==> config.mk <==
export PLATFORM = sky130hd
export DESIGN_NAME = gb_ram_ctrl
export DESIGN_NICKNAME = d
export VERILOG_FILES = /design/src/rtl/gb_pkg.sv /design/src/rtl/gb_clr_sweep.sv /design/src/rtl/gb_ram_ctrl.sv
export SDC_FILE = /design/constraint.sdc
export NUM_CORES = 1
export LEC_CHECK = 0
export ABC_AREA = 1
export CORE_MARGIN = 4
export CORE_UTILIZATION = 40
export DETAILED_ROUTE_END_ITERATION = 12
export SLEW_MARGIN = 20
export SYNTH_ARGS = -nofsm -noshare
export SYNTH_HDL_FRONTEND = slang
export SYNTH_HIERARCHICAL = 1
export SYNTH_SLANG_ARGS = --single-unit
==> constraint.sdc <==
create_clock -name clk -period 5.1 [get_ports clk]
set_input_delay 1.02 -clock clk [delete_from_list [all_inputs] [get_ports clk]]
set_output_delay 1.02 -clock clk [all_outputs]
set_load 0.02 [all_outputs]
==> src/rtl/gb_pkg.sv <==
// Shared encodings for the gray-balance occupancy RAM controller: FSM states,
// the default level width and small state-class helpers.
package gb_pkg;

    localparam int GB_DATA_WIDTH = 14;

    localparam logic [2:0] ST_INIT_CLR = 3'd0;
    localparam logic [2:0] ST_IDLE     = 3'd1;
    localparam logic [2:0] ST_STAT     = 3'd2;
    localparam logic [2:0] ST_DRAIN    = 3'd3;
    localparam logic [2:0] ST_CLEAR    = 3'd4;

    function automatic logic is_sweep(input logic [2:0] st);
        return (st == ST_INIT_CLR) || (st == ST_CLEAR);
    endfunction

    function automatic logic is_fwd(input logic [2:0] st);
        return (st == ST_STAT) || (st == ST_DRAIN);
    endfunction

endpackage

==> src/rtl/gb_clr_sweep.sv <==
// RAM clear sweep: walks addresses 0..2**AW-1, one per cycle, starting out of
// reset or on start_i; last_o flags the final address of the pass.
module gb_clr_sweep
    import gb_pkg::*;
#(
    parameter int AW = GB_DATA_WIDTH
) (
    input  logic          clk,
    input  logic          rst_n,
    input  logic          start_i,
    output logic [AW-1:0] addr_o,
    output logic          busy_o,
    output logic          last_o
);

    logic [AW-1:0] cnt_q, cnt_d;
    logic          busy_q, busy_d;

    // next address and busy flag; a pass ends by wrapping the counter back to 0
    always_comb begin
        cnt_d  = cnt_q;
        busy_d = busy_q;
        if (start_i) begin
            cnt_d  = {AW{1'b0}};
            busy_d = 1'b1;
        end else if (busy_q) begin
            cnt_d = cnt_q + AW'(1'b1);
            if (cnt_q == {AW{1'b1}}) begin
                busy_d = 1'b0;
            end else begin
                busy_d = 1'b1;
            end
        end else begin
            cnt_d  = cnt_q;
            busy_d = 1'b0;
        end
    end

    // sweep state; a reset always leaves a pass pending so RAM is rebuilt
    always_ff @(posedge clk or negedge rst_n) begin
        if (!rst_n) begin
            cnt_q  <= {AW{1'b0}};
            busy_q <= 1'b1;
        end else begin
            cnt_q  <= cnt_d;
            busy_q <= busy_d;
        end
    end

    assign addr_o = cnt_q;
    assign busy_o = busy_q;
    assign last_o = busy_q & (cnt_q == {AW{1'b1}});

endmodule

==> src/rtl/gb_ram_ctrl.sv <==
// Frame sequencer and RAM write-port arbiter for the occupancy RAM: forwards
// stat-unit marks during a frame, then sweeps the RAM back to zero.
module gb_ram_ctrl
    import gb_pkg::*;
#(
    parameter int DATA_WIDTH = GB_DATA_WIDTH,
    parameter int PIPE_DELAY = 2,
    parameter int FCNT_WIDTH = 16
) (
    input  logic                  clk,
    input  logic                  rst_n,
    input  logic                  din_valid,
    input  logic                  din_startofpacket,
    input  logic                  din_endofpacket,
    output logic                  din_ready,
    input  logic                  stat_write,
    input  logic [DATA_WIDTH-1:0] stat_addr,
    output logic [DATA_WIDTH-1:0] ram_addr,
    output logic                  ram_wdata,
    output logic                  ram_we,
    output logic                  clear_busy,
    output logic                  frame_done,
    output logic                  frame_err,
    output logic [FCNT_WIDTH-1:0] frame_cnt
);

    localparam int DCW = $clog2(PIPE_DELAY + 2);

    logic [2:0]            state_q, state_d;
    logic [DCW-1:0]        drain_cnt_q, drain_cnt_d;
    logic                  aborted_q, aborted_d;
    logic                  din_ready_q, din_ready_d;
    logic                  ram_we_q, ram_we_d;
    logic                  ram_wdata_q, ram_wdata_d;
    logic [DATA_WIDTH-1:0] ram_addr_q, ram_addr_d;
    logic                  clear_busy_q, clear_busy_d;
    logic                  frame_done_q, frame_done_d;
    logic                  frame_err_q, frame_err_d;
    logic [FCNT_WIDTH-1:0] frame_cnt_q, frame_cnt_d;

    logic                  accept_s;
    logic                  sweep_start_s;
    logic                  clr_busy_s;
    logic                  clr_last_s;
    logic [DATA_WIDTH-1:0] clr_addr_s;

    assign accept_s = din_valid & din_ready_q;

    gb_clr_sweep #(
        .AW (DATA_WIDTH)
    ) u_sweep (
        .clk     (clk),
        .rst_n   (rst_n),
        .start_i (sweep_start_s),
        .addr_o  (clr_addr_s),
        .busy_o  (clr_busy_s),
        .last_o  (clr_last_s)
    );

    // frame sequencing; an aborted frame still drains but is not counted
    always_comb begin
        state_d       = state_q;
        drain_cnt_d   = drain_cnt_q;
        aborted_d     = aborted_q;
        frame_done_d  = 1'b0;
        frame_err_d   = 1'b0;
        frame_cnt_d   = frame_cnt_q;
        sweep_start_s = 1'b0;
        case (state_q)
            ST_INIT_CLR, ST_CLEAR: begin
                if (clr_last_s) begin
                    state_d = ST_IDLE;
                end else begin
                    state_d = state_q;
                end
            end
            ST_IDLE: begin
                if (accept_s && din_startofpacket) begin
                    drain_cnt_d = {DCW{1'b0}};
                    aborted_d   = 1'b0;
                    if (din_endofpacket) begin
                        state_d = ST_DRAIN;
                    end else begin
                        state_d = ST_STAT;
                    end
                end else begin
                    state_d = state_q;
                end
            end
            ST_STAT: begin
                if (accept_s && din_startofpacket && !din_endofpacket) begin
                    frame_err_d = 1'b1;
                    aborted_d   = 1'b1;
                    drain_cnt_d = {DCW{1'b0}};
                    state_d     = ST_DRAIN;
                end else if (accept_s && din_endofpacket) begin
                    drain_cnt_d = {DCW{1'b0}};
                    state_d     = ST_DRAIN;
                end else begin
                    state_d = state_q;
                end
            end
            ST_DRAIN: begin
                if (drain_cnt_q == DCW'(PIPE_DELAY)) begin
                    state_d       = ST_CLEAR;
                    sweep_start_s = 1'b1;
                    frame_done_d  = ~aborted_q;
                    if (!aborted_q) begin
                        frame_cnt_d = frame_cnt_q + FCNT_WIDTH'(1'b1);
                    end else begin
                        frame_cnt_d = frame_cnt_q;
                    end
                end else begin
                    drain_cnt_d = drain_cnt_q + DCW'(1'b1);
                end
            end
            default: begin
                state_d       = ST_INIT_CLR;
                sweep_start_s = 1'b1;
            end
        endcase
    end

    // RAM port mux; ready follows the next state so it never offers a beat in DRAIN
    always_comb begin
        din_ready_d = (state_d == ST_IDLE) || (state_d == ST_STAT);
        if (is_sweep(state_q)) begin
            ram_we_d     = clr_busy_s;
            ram_addr_d   = clr_addr_s;
            ram_wdata_d  = 1'b0;
            clear_busy_d = clr_busy_s;
        end else if (is_fwd(state_q)) begin
            ram_we_d     = stat_write;
            ram_addr_d   = stat_addr;
            ram_wdata_d  = 1'b1;
            clear_busy_d = 1'b0;
        end else begin
            ram_we_d     = 1'b0;
            ram_addr_d   = ram_addr_q;
            ram_wdata_d  = 1'b0;
            clear_busy_d = 1'b0;
        end
    end

    // state and output registers
    always_ff @(posedge clk or negedge rst_n) begin
        if (!rst_n) begin
            state_q      <= ST_INIT_CLR;
            drain_cnt_q  <= {DCW{1'b0}};
            aborted_q    <= 1'b0;
            din_ready_q  <= 1'b0;
            ram_we_q     <= 1'b0;
            ram_wdata_q  <= 1'b0;
            ram_addr_q   <= {DATA_WIDTH{1'b0}};
            clear_busy_q <= 1'b0;
            frame_done_q <= 1'b0;
            frame_err_q  <= 1'b0;
            frame_cnt_q  <= {FCNT_WIDTH{1'b0}};
        end else begin
            state_q      <= state_d;
            drain_cnt_q  <= drain_cnt_d;
            aborted_q    <= aborted_d;
            din_ready_q  <= din_ready_d;
            ram_we_q     <= ram_we_d;
            ram_wdata_q  <= ram_wdata_d;
            ram_addr_q   <= ram_addr_d;
            clear_busy_q <= clear_busy_d;
            frame_done_q <= frame_done_d;
            frame_err_q  <= frame_err_d;
            frame_cnt_q  <= frame_cnt_d;
        end
    end

    assign din_ready  = din_ready_q;
    assign ram_we     = ram_we_q;
    assign ram_wdata  = ram_wdata_q;
    assign ram_addr   = ram_addr_q;
    assign clear_busy = clear_busy_q;
    assign frame_done = frame_done_q;
    assign frame_err  = frame_err_q;
    assign frame_cnt  = frame_cnt_q;

endmodule
==> results.py, run 1 <==
metrics = {
    "synthesis": {
        "syn_avg_cell_area_um2": 7.64,
        "synth_fp_nets": 412,
        "synth_top_cell_by_area": "dfrtp_1",
        "ys.warnings.count": 6,
        "synth_edf_count": 0,
        "async_reset_ff_share_pct": 100,
        "yosysSeqAreaShare_pct": 48.1,
        "netlist_area_um2": 2970,
        "synth_cells": 389,
        "synth.most_common_cell": "nand2_1",
        "yosysTopAreaCellShare_pct": 47.2,
        "synth_area_leaders": "dfrtp_1 (47%), nand2_1 (14%), nor2_1 (8.3%), o21ai_0 (4.9%), inv_1 (4.8%)",
        "yosysUniqueCellTypes": 26,
        "ys.flop_type": "dfrtp_1",
        "synth_commonest_cells": "nand2_1 (107), nor2_1 (66), dfrtp_1 (56)",
        "ys_ff_latch": 57,
    },
    "floorplan": {
        "die_h_um": 94.2,
        "core.rowCount": 31,
        "start_util_pct": 41.0,
        "die_w_um": 94.2,
        "core-area_um2": 7250,
        "dieArea_um2": 8870,
        "pin_count": 56,
    },
    "sta": {
        "tns_ps": 0,
        "worst_clock_skew_ps": 9.30,
        "post-route-period-util_pct": 48.0,
        "hold_violations": 0,
        "hold_slack_ps": 481,
        "period_needed_ps": 2450,
        "maxSlewHeadroom_pct": 32.8,
        "slew_viol_final": 0,
        "setup_viol": 0,
        "rsz0062_at_grt": "false",
        "fmax_ghz": 0.409,
        "tightest_slew_ps": 1000,
    },
    "routing": {
        "viasPerCell": 4.83,
        "drt_pass1_iterations": 4,
        "antenna_left": 0,
        "drt_drc_violations_left": 0,
        "routed_wl_um": 7070,
        "vias": 2672,
        "avgRoutedWirePerCell_um": 12.8,
        "drtIter0Drc": 120,
    },
    "clocking": {
        "cts_made_buffers": 9,
        "post_cts_buffers": 0,
        "cts_tree": "yes",
        "cts_resized": 0,
        "clock_path_buffers": 2,
        "clock_latency_ps": 330,
        "htree_levels": 3,
        "clk_pin_slew_ps": 60,
        "clock-sinks": 57,
        "root_buffer": "clkbuf_8",
        "cts_hold_buf": 0,
    },
    "grt": {
        "grt_pass1_wl_um": 12100,
        "grt_usage_pct": 17.3,
        "grt-ovfl-total": 0,
        "grt_pass1_vias": 2581,
        "grt_start_max_net_pins": 58,
        "antenna_found_initial": 0,
    },
    "cells_and_area": {
        "n_antenna_cell": 0,
        "finalNetCount": 472,
        "area_growth_pct": 29.0,
        "layout-drive-gt1-share_pct": 7.71,
    },
    "setup_path": {
        "rr_worst_depth": 7,
        "path_class": "reg -> out",
        "path_buf_inv": 1,
        "worstReg2RegEnd": "u_sweep/addr_o[8]",
        "cpPeakStageDelay_ps": 650,
        "slowest_stage": "clkdlybuf4s50_1",
        "worstPathArrival_ps": 1430,
        "end_kind": "output pin",
        "rrSetupSlack_ps": 2750,
        "worstPathCellList": "clkdlybuf4s50_1",
        "cp_data_required_time_ps": 4080,
        "critPathMaxFanout": 6,
        "crit_family": "buffers and inverters",
        "r2r_start": "state_q[0]",
        "cp-start-kind": "register",
    },
    "power": {
        "leakagePower_nw": 1.69,
        "p_per_area_nw_per_um2": 250,
        "vdd_drop_max_mv": 0.134,
    },
    "outcome": {
        "status": "finished, final reports clean",
    },
    "worst_hold_path": {
        "hold_path_depth": 2,
        "hold_end": "drain_cnt_q[1]",
        "hp-start": "drain_cnt_q[1]",
        "hp-class": "reg -> reg",
    },
    "placement": {
        "io_buffers": 55,
        "dpl.hpwl_um": 5120,
        "gp_congestion": 0.795,
    },
    "job": {
        "max-cap-violations": 0,
    },
}
[through the flow]
stage / setup slack, ps / power [mW] / instances / util, % / instance area [um2]
after detailed placement: 2750 / 0.486 / 537 / 49.8 / 3610
after floorplan: 3260 / 0.461 / 389 / - / 2970
after global placement: 2820 / 0.486 / 537 / 49.8 / 3610
after CTS: 2630 / 0.967 / 553 / 52.8 / 3830
after global routing: 2440 / 0.988 / 553 / 52.8 / 3830
final: 2650 / 0.956 / 553 / 52.8 / 3830
[placed cells by master (no fill, tap or decap)]
cell type and n:
clkdlybuf4s50_1 54, nor3b_1 2, a31oi_1 1, o21ai_0 29
nor2_4 4, buf_2 1, nor3_1 2, xnor2_1 4
dfrtp_1 56, ha_1 3, o21ai_2 1, nand3_1 21
clkbuf_1 3, nand3_4 1, buf_4 1, inv_1 38
nand2_1 107, bufinv_16 2, clkbuf_8 11, nand2_4 2
nand4_1 6, dfstp_2 1, a21oi_1 22, inv_2 3
xor2_1 4, o22ai_1 1, nor2_2 3, nand2_2 2
nor2_1 66, o21bai_2 3
[worst max path at each step]
| stage | start | endpoint | cells past startpoint |
|---|---|---|---|
| after floorplan | state_q[0] | u_sweep/addr_o[10] | 8 |
| after global placement | din_valid | din_ready | 8 |
| final | frame_cnt[0] | frame_cnt[0] | 1 |
| after detailed placement | state_q[0] | u_sweep/addr_o[8] | 7 |
| after global routing | state_q[0] | u_sweep/addr_o[8] | 7 |
| after CTS | frame_cnt[0] | frame_cnt[0] | 1 |
[power breakdown]
group          total, mW  internal (mW)  switching, mW
combinational     0.0245         0.0129         0.0116
clock              0.480          0.303          0.177
sequential         0.452          0.452              0
[metal layers]
| layer | global-route usage, % | part of all wire (%) |
|---|---|---|
| met1 | 23.8 | 49 |
| met2 | 26.7 | 46 |
| met3 | 3.37 | 4.1 |
| met4 | 6.98 | 1.6 |
| met5 | 0 | 0 |
[state kept, by name (all words and copies together) (netlist names)]
| register | cells |
|---|---|
| state_q | 3 |
| aborted_q | 1 |
| ram_we | 1 |
| drain_cnt_q | 2 |
| frame_err | 1 |
| u_sweep/addr_o | 14 |
| frame_cnt | 16 |
| din_ready | 1 |
| clear_busy | 1 |
| frame_done | 1 |
| ram_wdata | 1 |
| u_sweep/busy_o | 1 |
| ram_addr | 14 |
[layout make-up]
class | instances | area, um2
Timing Repair Buffer | 56 | 553
Fill cell | 723 | 3420
Multi-Input combinational cell | 284 | 1350
Inverter | 41 | 154
Clock inverter | 2 | 60.1
Sequential cell | 57 | 1430
Clock buffer | 14 | 163
Tap cell | 99 | 124
[cell families after synthesis]
family          after synthesis  share of synthesized area (%)
compound gates               57                           10.4
simple gates                216                           31.4
flops                        57                           48.1
fa+ha+maj                     3                           1.26
buf+inv                      48                           6.45
xor+xnor                      8                           2.36
Note: power is estimated with default switching activity, not from simulation.
==> run 2: changes to the inputs <==
==> constraint.sdc (replaced) <==
create_clock -name clk -period 2.5 [get_ports clk]
set_input_delay 0.5 -clock clk [delete_from_list [all_inputs] [get_ports clk]]
set_output_delay 0.5 -clock clk [all_outputs]
set_load 0.02 [all_outputs]
==> run 2 against run 1 <==
  * Total power grew 93%
  * Worst hold slack lost 320 ps
  * Largest power group is now registers
  * Cell area is the same
  * Cell count grew 0.36%
  * Global-route usage shrank 0.23 points
  * Highest routed layer unchanged
  * Clock power grew 81%
  * Critical path type unchanged
  * Sequential share of layout area is the same
==> results.py, run 2 (synthesis gave the netlist of run 1 again) <==
metrics = {
    "outcome": {
        "status": "finished, final reports clean",
    },
    "cells_and_area": {
        "area_growth_pct": 29.0,
        "finalNetCount": 474,
        "final_common_cell": "nand2_1",
        "n_antenna_cell": 0,
        "layout-drive-gt1-share_pct": 8.77,
        "mostFrequentLayoutCells": "nand2_1 (107), nor2_1 (66), dfrtp_1 (56), clkdlybuf4s50_1 (54), inv_1 (38)",
        "fin_cells": 555,
        "final_area_um2": 3830,
        "largest_reg_flops": 16,
    },
    "grt": {
        "grt_pass1_vias": 2514,
        "met1_usage_pct": 23.2,
        "grt-ovfl-total": 0,
        "antenna_found_initial": 0,
        "use_met2_pct": 25.9,
        "grt_usage_pct": 17.1,
        "grt_start_max_net_pins": 58,
        "grt_pass1_wl_um": 11700,
        "grt.busiest_layer": "met2",
        "grt_use_met3_pct": 4.41,
    },
    "sta": {
        "hold_violations": 0,
        "tightest_slew_ps": 602,
        "tns_ps": 0,
        "setup_viol": 0,
        "maxSlewHeadroom_pct": 59.5,
        "worst_clock_skew_ps": 10.8,
        "post-route-period-util_pct": 77.7,
        "period_needed_ps": 1940,
        "rsz0062_at_grt": "false",
        "slew_viol_final": 0,
        "fmax_ghz": 0.514,
    },
    "setup_path": {
        "cpPeakStageDelay_ps": 650,
        "cp-start-kind": "register",
        "worstPathCellList": "clkdlybuf4s50_1",
        "slowest_stage": "clkdlybuf4s50_1",
        "end_kind": "output pin",
        "worstPathArrival_ps": 1440,
        "critPathMaxFanout": 6,
        "cp_data_required_time_ps": 2000,
        "path_class": "reg -> out",
        "path_buf_inv": 1,
        "crit_family": "buffers and inverters",
    },
    "floorplan": {
        "die_w_um": 94.2,
        "die_h_um": 94.2,
        "core-area_um2": 7250,
        "pin_count": 56,
        "dieArea_um2": 8870,
        "start_util_pct": 41.0,
        "core.rowCount": 31,
    },
    "power": {
        "total_power_mw": 1.84,
        "leakagePower_nw": 1.70,
        "vdd_drop_max_mv": 0.228,
        "p_per_area_nw_per_um2": 481,
    },
    "routing": {
        "drt_pass1_iterations": 4,
        "avgRoutedWirePerCell_um": 12.6,
        "drtIter0Drc": 148,
        "drt_drc_violations_left": 0,
        "viasPerCell": 4.76,
        "routed_wl_um": 7020,
        "antenna_left": 0,
        "vias": 2644,
    },
    "placement": {
        "dpl_cell_area_um2": 3640,
        "dp_cells": 539,
        "dpl.hpwl_um": 4990,
        "gp_congestion": 0.819,
        "io_buffers": 55,
    },
    "clocking": {
        "clock-sinks": 57,
        "post_cts_buffers": 0,
        "clock_path_buffers": 2,
        "htree_levels": 3,
        "clk_pin_slew_ps": 80,
        "clock_latency_ps": 340,
        "root_buffer": "clkbuf_8",
        "cts_tree": "yes",
        "cts_resized": 0,
        "cts_made_buffers": 9,
        "cts_hold_buf": 0,
    },
    "worst_hold_path": {
        "hp-class": "in -> async",
    },
    "job": {
        "max-cap-violations": 0,
    },
}
==> run 2: cell count changes in the layout (fill, tap and decap cells not counted) <==
cell        delta
buf_4          +1
clkbuf_8       -1
bufinv_16      -1
buf_12         +1
clkinv_2       +4
clkbuf_1       -3
clkinvlp_4     +1
==> run 2: worst reg2reg max path, cell delays in order (launching register included) <==
cell     delay [ps]
dfrtp_1         410
inv_1           110
nand2_1          90
nor2_2          160
nand2_1          90
o21ai_0         250
nor2_4          170
nor2_4          180
nand2_4          90
nor3b_1         200
nor2_1           70
==> run 2: final cells by class <==
cell class | instances | area (um2)
clock inverter | 6 | 57.6
timing repair buffer | 58 | 581
sequential | 57 | 1430
clock buffer | 10 | 138
tap | 99 | 124
fill | 718 | 3420
multi-input combinational | 284 | 1350
inverter | 41 | 154
==> run 2: per-stage QoR <==
stage / util, % / hold WS, ps / setup slack (ps)
2_1_floorplan: - / 204 / 657
3_3_place_gp: 50.1 / 470 / 688
3_5_place_dp: 50.1 / 476 / 576
4_1_cts: 52.8 / 159 / 539
5_1_grt: 52.8 / 169 / 362
6_report: 52.8 / 157 / 556
==> run 2: worst paths after layout <==
kind / start / to / slack, ps / cells past startpoint
min in group clk: drain_cnt_q[1] / drain_cnt_q[1] / 490 / 2
setup reg to reg: state_q[2] / u_sweep/addr_o[9] / 590 / 10
max in group asynchronous: rst_n / u_sweep/busy_o / 2040 / 2
setup / recovery: frame_cnt[0] / frame_cnt[0] / 560 / 1
hold reg to reg: drain_cnt_q[1] / drain_cnt_q[1] / 490 / 2
hold / removal: rst_n / frame_cnt[8] / 160 / 2
==> run 2: power breakdown <==
part           internal [mW]  total [mW]  switching (mW)
sequential             0.922       0.922               0
combinational         0.0285      0.0524          0.0239
clock                  0.480       0.867           0.387
==> run 2: per-layer routing <==
layer	vias up	wire length [um]
met5	-	0
met4	0	99
met3	8	315
met2	51	3090
met1	1219	3510
li1	1366	-
==> run 3: changes to the inputs <==
--- a/config.mk
+++ b/config.mk
@@ -9,6 +9,7 @@
 export CORE_MARGIN = 4
 export CORE_UTILIZATION = 40
 export DETAILED_ROUTE_END_ITERATION = 12
+export PLACE_DENSITY = 0.66
 export SLEW_MARGIN = 20
 export SYNTH_ARGS = -nofsm -noshare
 export SYNTH_HDL_FRONTEND = slang
==> constraint.sdc (replaced) <==
create_clock -name clk -period 1.6 [get_ports clk]
set_input_delay 0.32 -clock clk [delete_from_list [all_inputs] [get_ports clk]]
set_output_delay 0.32 -clock clk [all_outputs]
set_load 0.02 [all_outputs]
==> run 3 against run 2 <==
  * Sequential share of layout area is 2.7 points lower
  * Count of clock-buffer cells in the layout is 1 higher
  * Core utilization is 4.2 points higher
  * Critical path depth is 9 higher
  * Sequential cell count stayed put
  * Cell area is 8.0% higher
  * Clock skew is 5.0 ps lower
  * Global-route usage is 0.92 points higher
  * Via count is 8.6% higher
  * Largest power group is now the clock network
==> results.py, run 3 (synthesis gave the netlist of run 1 again) <==
metrics = {
    "grt": {
        "use_met2_pct": 29.7,
        "grt_usage_pct": 18.0,
        "grt_pass1_vias": 2672,
        "grt_pass1_wl_um": 12500,
        "grt-ovfl-total": 0,
        "antenna_found_initial": 0,
        "grt_start_max_net_pins": 58,
        "grt_use_met3_pct": 3.04,
        "met1_usage_pct": 23.0,
        "grt.busiest_layer": "met2",
    },
    "floorplan": {
        "die_w_um": 94.2,
        "core.rowCount": 31,
        "dieArea_um2": 8870,
        "pin_count": 56,
        "start_util_pct": 41.0,
        "core-area_um2": 7250,
        "die_h_um": 94.2,
    },
    "setup_path": {
        "cp-start-kind": "register",
        "worstPathArrival_ps": 1740,
        "critPathMaxFanout": 6,
        "end_kind": "register",
        "rr_worst_depth": 10,
        "worstReg2RegEnd": "u_sweep/addr_o[9]",
        "cp_data_required_time_ps": 1820,
        "r2r_start": "state_q[2]",
        "path_class": "reg -> reg",
        "endpoint": "u_sweep/addr_o[9]",
        "rrSetupSlack_ps": 80,
        "crit_start": "state_q[2]",
    },
    "worst_hold_path": {
        "hp-class": "reg -> reg",
        "hp-start": "ram_addr[10]",
    },
    "placement": {
        "dp_cells": 562,
        "dpl.hpwl_um": 5380,
        "gp_congestion": 0.875,
        "dp_worst_setup_slack_ps": -50.5,
        "io_buffers": 55,
    },
    "routing": {
        "avgRoutedWirePerCell_um": 13.0,
        "antenna_left": 0,
        "drt_drc_violations_left": 0,
        "drt_pass1_iterations": 4,
        "viasPerCell": 4.93,
        "routed_wl_um": 7600,
        "vias": 2872,
        "drtIter0Drc": 136,
    },
    "clocking": {
        "htree_levels": 3,
        "cts_tree": "yes",
        "root_buffer": "clkbuf_8",
        "clock_latency_ps": 330,
        "clk_pin_slew_ps": 70,
        "clock_path_buffers": 2,
        "clock-sinks": 57,
        "cts_made_buffers": 9,
    },
    "sta": {
        "period_needed_ps": 1520,
        "hold_violations": 0,
        "post-route-period-util_pct": 94.8,
        "rsz0062_at_grt": "true",
        "maxSlewHeadroom_pct": 59.6,
        "tns_ps": 0,
        "fmax_ghz": 0.660,
        "tightest_slew_ps": 606,
        "hold_slack_ps": 486,
        "slew_viol_final": 0,
        "setup_ws_ps": 83.8,
        "setup_viol": 0,
        "worst_clock_skew_ps": 5.80,
    },
    "cells_and_area": {
        "finalNetCount": 502,
        "final_common_cell": "nand2_1",
        "area_growth_pct": 39.4,
        "largest_reg_flops": 16,
        "mostFrequentLayoutCells": "nand2_1 (104), nor2_1 (61), dfrtp_1 (55), inv_1 (37), dlygate4sd2_1 (31)",
        "fin_cells": 583,
        "n_antenna_cell": 0,
        "layout-drive-gt1-share_pct": 17.1,
    },
    "power": {
        "leakagePower_nw": 2.03,
        "p_per_area_nw_per_um2": 770,
        "vdd_drop_max_mv": 0.416,
    },
    "outcome": {
        "status": "finished, final reports clean",
    },
    "job": {
        "max-cap-violations": 0,
    },
}
run 3: cell count changes in the layout (fill, tap and decap cells not counted), moves of 5 or more:
cell             delta
dlymetal6s2s_1      +5
clkdlybuf4s50_1    -36
dlygate4sd2_1      +31
nor2_1              -5
buf_4              +27
run 3: worst min path at each step:
stage / to / slack, ps / cells after the start
2_1_floorplan: aborted_q / 20 / 0
3_3_place_gp: ram_wdata / 350 / 2
3_5_place_dp: ram_addr[6] / 350 / 2
4_1_cts: ram_addr[10] / 490 / 2
5_1_grt: ram_addr[8] / 520 / 2
6_report: ram_addr[10] / 490 / 2
run 3: through the flow:
stage          power (mW)  cell area [um2]  util [%]
3_5_place_dp         1.55             3820      52.6
6_report             3.19             4140      57.1
4_1_cts              3.22             4040      55.6
2_1_floorplan        1.47             2980         -
5_1_grt              3.31             4140      57.1
3_3_place_gp         1.55             3820      52.6
run 3: repair_timing:
action                                 4_1_cts  5_1_grt
hold buffers                                 1        0
buffers inserted                             0        4
setup endpoints to repair                   45       19
gates resized for setup                     32       24
pin swaps                                    0       12
endpoints found under the hold margin       56        0
run 3: cell type report:
type | count | area [um2]
inverters | 41 | 154
multi-input cells | 284 | 1420
well taps | 99 | 124
clock buffers | 11 | 141
clock inverters | 5 | 103
flip-flops and latches | 57 | 1430
repair buffers | 86 | 767
fillers | 664 | 3110
run 3: worst max-delay path, cell delays in order, from the launching register on:
cell,delay (ps)
dfrtp_1,400
inv_2,80
nand2_2,70
nor2_4,140
nand2_2,100
o21ai_4,80
nor2_4,80
nor2_4,130
nand2_4,100
nor3b_2,170
nor2_1,60
run 3: metal layers:
metal  wire (um)  vias to the layer above  part of all wire, %
met5           0                        -                    0
met4         156                        0                  2.1
met3         257                       12                  3.4
met2        3790                       62                   50
met1        3390                     1375                   45
li1            -                     1423                    -
run 3: where the power goes:
| group | total, mW | internal, mW | switching [mW] |
|---|---|---|---|
| clock network | 1.66 | 1.08 | 0.590 |
| registers | 1.44 | 1.44 | 0 |
| logic | 0.0838 | 0.0462 | 0.0377 |
| total | 3.19 | 2.56 | 0.627 |
